==> src/rtl/bandit.sv <==
`default_nettype none
// ============================================================================
// Module      : bandit
// Description : 256-arm epsilon-greedy bandit agent. It emits an action, takes
//               a signed reward and updates an exponentially averaged table.
// Revision    : 1.0 - initial release
// ============================================================================
module bandit #(
    parameter int          STEP_SHIFT = 2,
    parameter logic [8:0]  EPSILON    = 9'd8,
    parameter logic [15:0] LFSR_SEED  = 16'hACE1
) (
    input  logic       clock,
    input  logic       reset,
    input  logic       reward_valid,
    input  logic [7:0] reward_data,
    output logic       reward_ready,
    output logic       action_valid,
    output logic [7:0] action_data,
    input  logic       action_ready
);

    localparam logic [1:0]        c_st_select = 2'd0;
    localparam logic [1:0]        c_st_action = 2'd1;
    localparam logic [1:0]        c_st_reward = 2'd2;
    localparam logic [1:0]        c_st_update = 2'd3;
    localparam logic signed [7:0] c_val_min   = 8'sh80;
    localparam logic signed [7:0] c_val_max   = 8'sh7F;

    // Reset deliberately leaves the table alone so externally preloaded values survive.
    logic signed [7:0] action_value_table [0:255] = '{default: 8'sh00};

    logic [1:0]        r_state, w_state_nxt;
    logic              r_first, w_first_nxt;
    logic [7:0]        r_idx, w_idx_nxt;
    logic [7:0]        r_best_idx, w_best_idx_nxt;
    logic signed [7:0] r_best_val, w_best_val_nxt;
    logic [15:0]       r_lfsr, w_lfsr_nxt;
    logic [7:0]        r_action_data, w_action_data_nxt;
    logic              r_action_valid, w_action_valid_nxt;
    logic              r_reward_ready, w_reward_ready_nxt;
    logic signed [7:0] r_reward, w_reward_nxt;

    logic              w_lfsr_fb;
    logic signed [7:0] w_entry;
    logic              w_entry_better;
    logic signed [7:0] w_q;
    logic signed [8:0] w_diff;
    logic signed [8:0] w_delta;
    logic signed [9:0] w_sum;
    logic signed [7:0] w_q_new;

    assign w_lfsr_fb      = r_lfsr[15] ^ r_lfsr[13] ^ r_lfsr[12] ^ r_lfsr[10];
    assign w_entry        = action_value_table[r_idx];
    // Strictly greater keeps the lowest index on ties.
    assign w_entry_better = (w_entry > r_best_val);

    assign w_q     = action_value_table[r_action_data];
    assign w_diff  = {r_reward[7], r_reward} - {w_q[7], w_q};
    assign w_delta = w_diff >>> STEP_SHIFT;
    assign w_sum   = {w_q[7], w_q[7], w_q} + {w_delta[8], w_delta};
    assign w_q_new = (w_sum > 10'sd127)  ? c_val_max :
                     (w_sum < -10'sd128) ? c_val_min : w_sum[7:0];

    always_comb begin
        w_state_nxt        = r_state;
        w_first_nxt        = r_first;
        w_idx_nxt          = r_idx;
        w_best_idx_nxt     = r_best_idx;
        w_best_val_nxt     = r_best_val;
        w_lfsr_nxt         = r_lfsr;
        w_action_data_nxt  = r_action_data;
        w_action_valid_nxt = r_action_valid;
        w_reward_ready_nxt = r_reward_ready;
        w_reward_nxt       = r_reward;
        case (r_state)
            c_st_select: begin
                if (r_first) begin
                    w_first_nxt = 1'b0;
                    w_lfsr_nxt  = {r_lfsr[14:0], w_lfsr_fb};
                end
                if (r_first && ({1'b0, r_lfsr[15:8]} < EPSILON)) begin
                    w_action_data_nxt = r_lfsr[7:0];
                    w_state_nxt       = c_st_action;
                end else begin
                    // The entry cycle of a greedy pass already examines index 0.
                    if (w_entry_better) begin
                        w_best_val_nxt = w_entry;
                        w_best_idx_nxt = r_idx;
                    end
                    if (r_idx == 8'hFF) begin
                        w_action_data_nxt = w_entry_better ? r_idx : r_best_idx;
                        w_state_nxt       = c_st_action;
                    end else begin
                        w_idx_nxt = r_idx + 8'd1;
                    end
                end
            end
            c_st_action: begin
                if (!r_action_valid) begin
                    w_action_valid_nxt = 1'b1;
                end else if (action_ready) begin
                    w_action_valid_nxt = 1'b0;
                    w_reward_ready_nxt = 1'b1;
                    w_state_nxt        = c_st_reward;
                end
            end
            c_st_reward: begin
                if (reward_valid && r_reward_ready) begin
                    w_reward_nxt       = reward_data;
                    w_reward_ready_nxt = 1'b0;
                    w_state_nxt        = c_st_update;
                end
            end
            default: begin
                w_state_nxt    = c_st_select;
                w_first_nxt    = 1'b1;
                w_idx_nxt      = 8'd0;
                w_best_idx_nxt = 8'd0;
                w_best_val_nxt = c_val_min;
            end
        endcase
    end

    always_ff @(posedge clock) begin
        if (!reset) begin
            r_state        <= c_st_select;
            r_first        <= 1'b1;
            r_idx          <= 8'd0;
            r_best_idx     <= 8'd0;
            r_best_val     <= c_val_min;
            r_lfsr         <= LFSR_SEED;
            r_action_data  <= 8'd0;
            r_action_valid <= 1'b0;
            r_reward_ready <= 1'b0;
            r_reward       <= 8'sh00;
        end else begin
            r_state        <= w_state_nxt;
            r_first        <= w_first_nxt;
            r_idx          <= w_idx_nxt;
            r_best_idx     <= w_best_idx_nxt;
            r_best_val     <= w_best_val_nxt;
            r_lfsr         <= w_lfsr_nxt;
            r_action_data  <= w_action_data_nxt;
            r_action_valid <= w_action_valid_nxt;
            r_reward_ready <= w_reward_ready_nxt;
            r_reward       <= w_reward_nxt;
        end
    end

    always_ff @(posedge clock) begin
        if (reset && (r_state == c_st_update)) begin
            action_value_table[r_action_data] <= w_q_new;
        end
    end

    assign action_valid = r_action_valid;
    assign action_data  = r_action_data;
    assign reward_ready = r_reward_ready;

endmodule
`default_nettype wire

==> config.mk <==
export PLATFORM = sky130hd
export DESIGN_NAME = bandit
export DESIGN_NICKNAME = d
export VERILOG_FILES = /design/src/rtl/bandit.sv
export SDC_FILE = /design/constraint.sdc
export NUM_CORES = 2
export LEC_CHECK = 0
export CAP_MARGIN = 20
export CORE_UTILIZATION = 45
export DETAILED_ROUTE_END_ITERATION = 8
export GPL_TIMING_DRIVEN = 1
export PLACE_DENSITY = 0.62
export SETUP_SLACK_MARGIN = 0.05
export SLEW_MARGIN = 20
export SYNTH_ARGS = -nofsm -noshare
export SYNTH_HDL_FRONTEND = slang
export SYNTH_SLANG_ARGS = --single-unit
==> constraint.sdc <==
create_clock -name clock -period 17.4 [get_ports clock]
set_input_delay 3.48 -clock clock [delete_from_list [all_inputs] [get_ports clock]]
set_output_delay 3.48 -clock clock [all_outputs]
set_load 0.02 [all_outputs]
==> reports/qor.txt <==
Setup Buffers After CTS = 0
CTS Sinks = 2,125
fin util = 50.6%
routed vias = 51,536
RSZ-0062 raised after global routing = false
number of CTS-inserted buffers = 214
TNS Setup = 0 ns
register bit total from synthesis = 2,125
DR WL met2 = 136 mm
Placed Cells = 7,247
area leader, netlist = edfxtp_1
area share of the largest cell type after synthesis = 62.4%
EDFF count, synth = 2,048
critical path data required time = 17.93 ns
initial antenna violation count = 24
synthesized cell area = 98,600 µm²
Metal-1 WL = 111 mm
Max FO, Critical Path = 81
register area = 63,100 µm²
layout cells sized above 1 = 40.5%
r2r setup slk = 7.34 ns
CP arrival = 10.59 ns
CTS Buffer Depth = 3
PD cells = 131 nW/µm²
kind of critical path = flop to flop
status = complete, no violations
Synth area leaders = edfxtp_1, mux4_2, dfxtp_1
Nets = 4,657
multi-input combinational cell area = 34,200 µm²
die area = 221,000 µm²
clock period minus worst slack = 10.06 ns
first-pass GRT wire length = 403 mm
vias in the first global route = 52,151
r2r endpoint = action_value_table[69][2]$_DFFE_PP_
final wirelength = 284 mm
IO Pins = 22
DR top layer = met5
CTS root buf = clkbuf_16
syn nets = 4,597
count leader, synth = edfxtp_1
Switching Share = 28.0%
Iteration-0 DRC Markers = 6,434
die span in x = 470 µm
Ys Warns = 0
vias per cell = 6.73
CP startpoint kind = flop
Layout area overhead = 11.5%
CTS tree = yes
IO Port Bufs = 21
Fill cells = 16,960
Yosys cell types = 52
Starting Density = 45.4%
Logic pwr share = 22.5%
syn_area_per_cell = 21.7 µm²
Setup crit end = action_value_table[69][2]$_DFFE_PP_
max-slew violations = 0
Peak Freq = 99.4 MHz
Synth Instances = 4,552
clock skew = 0.0364 ns
Worst IR Drop VDD = 0.000149 V
power share of the sequential group = 44.5%
CP endpoint kind = flop
grt ovf = 0
CORE AREA = 217,000 µm²
DR WL met3 = 27.5 mm
largest net degree at the start of global routing = 241
CTS resizes = 0
Slew headroom = 20.3%
DRT antenna net count = 0
Site Rows = 171
Top FF cell, synth = edfxtp_1
max cap viols = 0
Die Y = 470 µm
hold bufs inserted after CTS = 0
Hold Fails Final Rpt = 0
sequential area share after synthesis = 63.9%
Clock power frac = 32.9%
Leakage = 32.1 nW
GRT Total Usage = 25.9%
Reg2Reg Depth = 24
Non-Filler Instances = 7,658
RD Place Congestion = 0.856
final setup violating endpoints = 0
# DRC = 0
H-tree depth = 4
Post-synth top cells = edfxtp_1, mux4_2, nor2_1, clkbuf_1, buf_2
Sw Pwr = 4.03 mW
Pint = 10.3 mW
crit share post-route = 57.8%
asr flop ratio synth = 0%
1st-pass router iterations = 5
DPL Wire Length = 174 mm
routed length per instance = 37.1 µm
Worst-Margin Slew = 1.19 ns
clock slew at reported path FFs = 0.06 ns
Skew-Pair Late Insertion Delay = 0.88 ns
Hold Path Class = flop to flop
## critical path: stages, from the launching register on
cell and delay, ns:
dfxtp_4 0.85, buf_4 0.72, buf_4 0.85, mux4_2 0.42, mux4_2 0.55, mux4_2 0.52, mux4_2 0.53, inv_2 0.09
ha_1 0.24, o21a_1 0.20, o41ai_1 0.13, a21boi_0 0.29, ha_1 0.21, inv_1 0.07, fa_1 0.45, nand3b_1 0.18
nand2_1 0.11, a21oi_1 0.08, o21bai_1 0.19, a2111oi_0 0.13, a21oi_1 0.52, nand2_1 0.53, a21oi_4 0.26, buf_4 0.64
buf_4 0.80
## registers in the layout (all words and copies together) (netlist names), named ones only
name,cells
r_reward,8
r_idx,8
r_state,2
action_value_table,2048
r_first,1
action_data,8
r_best_val,8
action_valid,1
r_lfsr,16
r_best_idx,8
reward_ready,1
## cell usage in the layout (no fill, tap or decap), drive strengths merged, types with 21 or more instances in the layout
cell type	Yosys	final
a21oi	23	23
edfxtp	2048	2048
mux4	1331	1331
clkbuf	209	261
nor2b	32	32
bufinv	0	24
clkdlybuf4s50	0	21
nand2	95	95
dfxtp	77	77
nand3	37	37
clkinv	0	96
inv	33	41
ha	32	32
nor2	285	285
buf	146	178
## metrics by stage
stage	setup WS [ns]	hold WS, ns	instance area [µm²]	power [mW]
after global placement	7.10	0.449	102000	9.73
after global routing	6.88	0.491	110000	14.8
final	7.34	0.465	110000	14.4
after CTS	7.19	0.467	110000	14.4
after detailed placement	7.20	0.457	103000	9.77
after floorplan	3.40	0.439	98600	8.93
## area by class of cell
cell class	instances	share of cell area, %
inverter	33	0.126
clock inverter	138	1.30
clock buffer	261	5.23
antenna	9	0.0205
timing repair buffer	199	1.60
sequential	2125	57.4
multi-input combinational	2039	31.1
tap	2854	3.25
## cell families after synthesis
| group | synth area share, % |
|---|---|
| compound gates | 0.938 |
| xor+xnor | 0.160 |
| fa+ha+maj | 0.426 |
| buf+inv | 1.71 |
| flops | 63.9 |
| mux | 30.7 |
| simple gates | 2.12 |
## power groups by stage
stage | combinational, mW | sequential, mW | clock, mW
after floorplan | 2.19 | 6.74 | 0
after global placement | 3.22 | 6.51 | 0
after detailed placement | 3.26 | 6.52 | 0
after CTS | 3.26 | 6.41 | 4.78
after global routing | 3.42 | 6.41 | 4.96
final | 3.24 | 6.41 | 4.74
## worst min-delay path by stage
| stage | startpoint | endpoint | slack, ns | depth (start not counted) |
|---|---|---|---|---|
| floorplan | r_first$_SDFFE_PN1P_ | r_first$_SDFFE_PN1P_ | 0.44 | 2 |
| global placement | r_lfsr[8]$_SDFFE_PN0P_ | r_lfsr[9]$_SDFFE_PN0P_ | 0.45 | 2 |
| detailed placement | r_best_val[5]$_SDFFE_PN0P_ | r_best_val[5]$_SDFFE_PN0P_ | 0.46 | 1 |
| CTS | r_lfsr[8]$_SDFFE_PN0P_ | r_lfsr[8]$_SDFFE_PN0P_ | 0.47 | 2 |
| global route | r_best_idx[3]$_SDFFE_PN0P_ | r_best_idx[3]$_SDFFE_PN0P_ | 0.49 | 1 |
| finish | r_lfsr[8]$_SDFFE_PN0P_ | r_lfsr[8]$_SDFFE_PN0P_ | 0.47 | 2 |
## per-layer routing
layer | GRT usage, % | up-vias
met2 | 40.7 | 2600
met3 | 6.04 | 474
met4 | 8.36 | 10
met5 | 0 | -
met1 | 36.0 | 28306
li1 | - | 20146
Note: power is estimated with default switching activity, not from simulation.
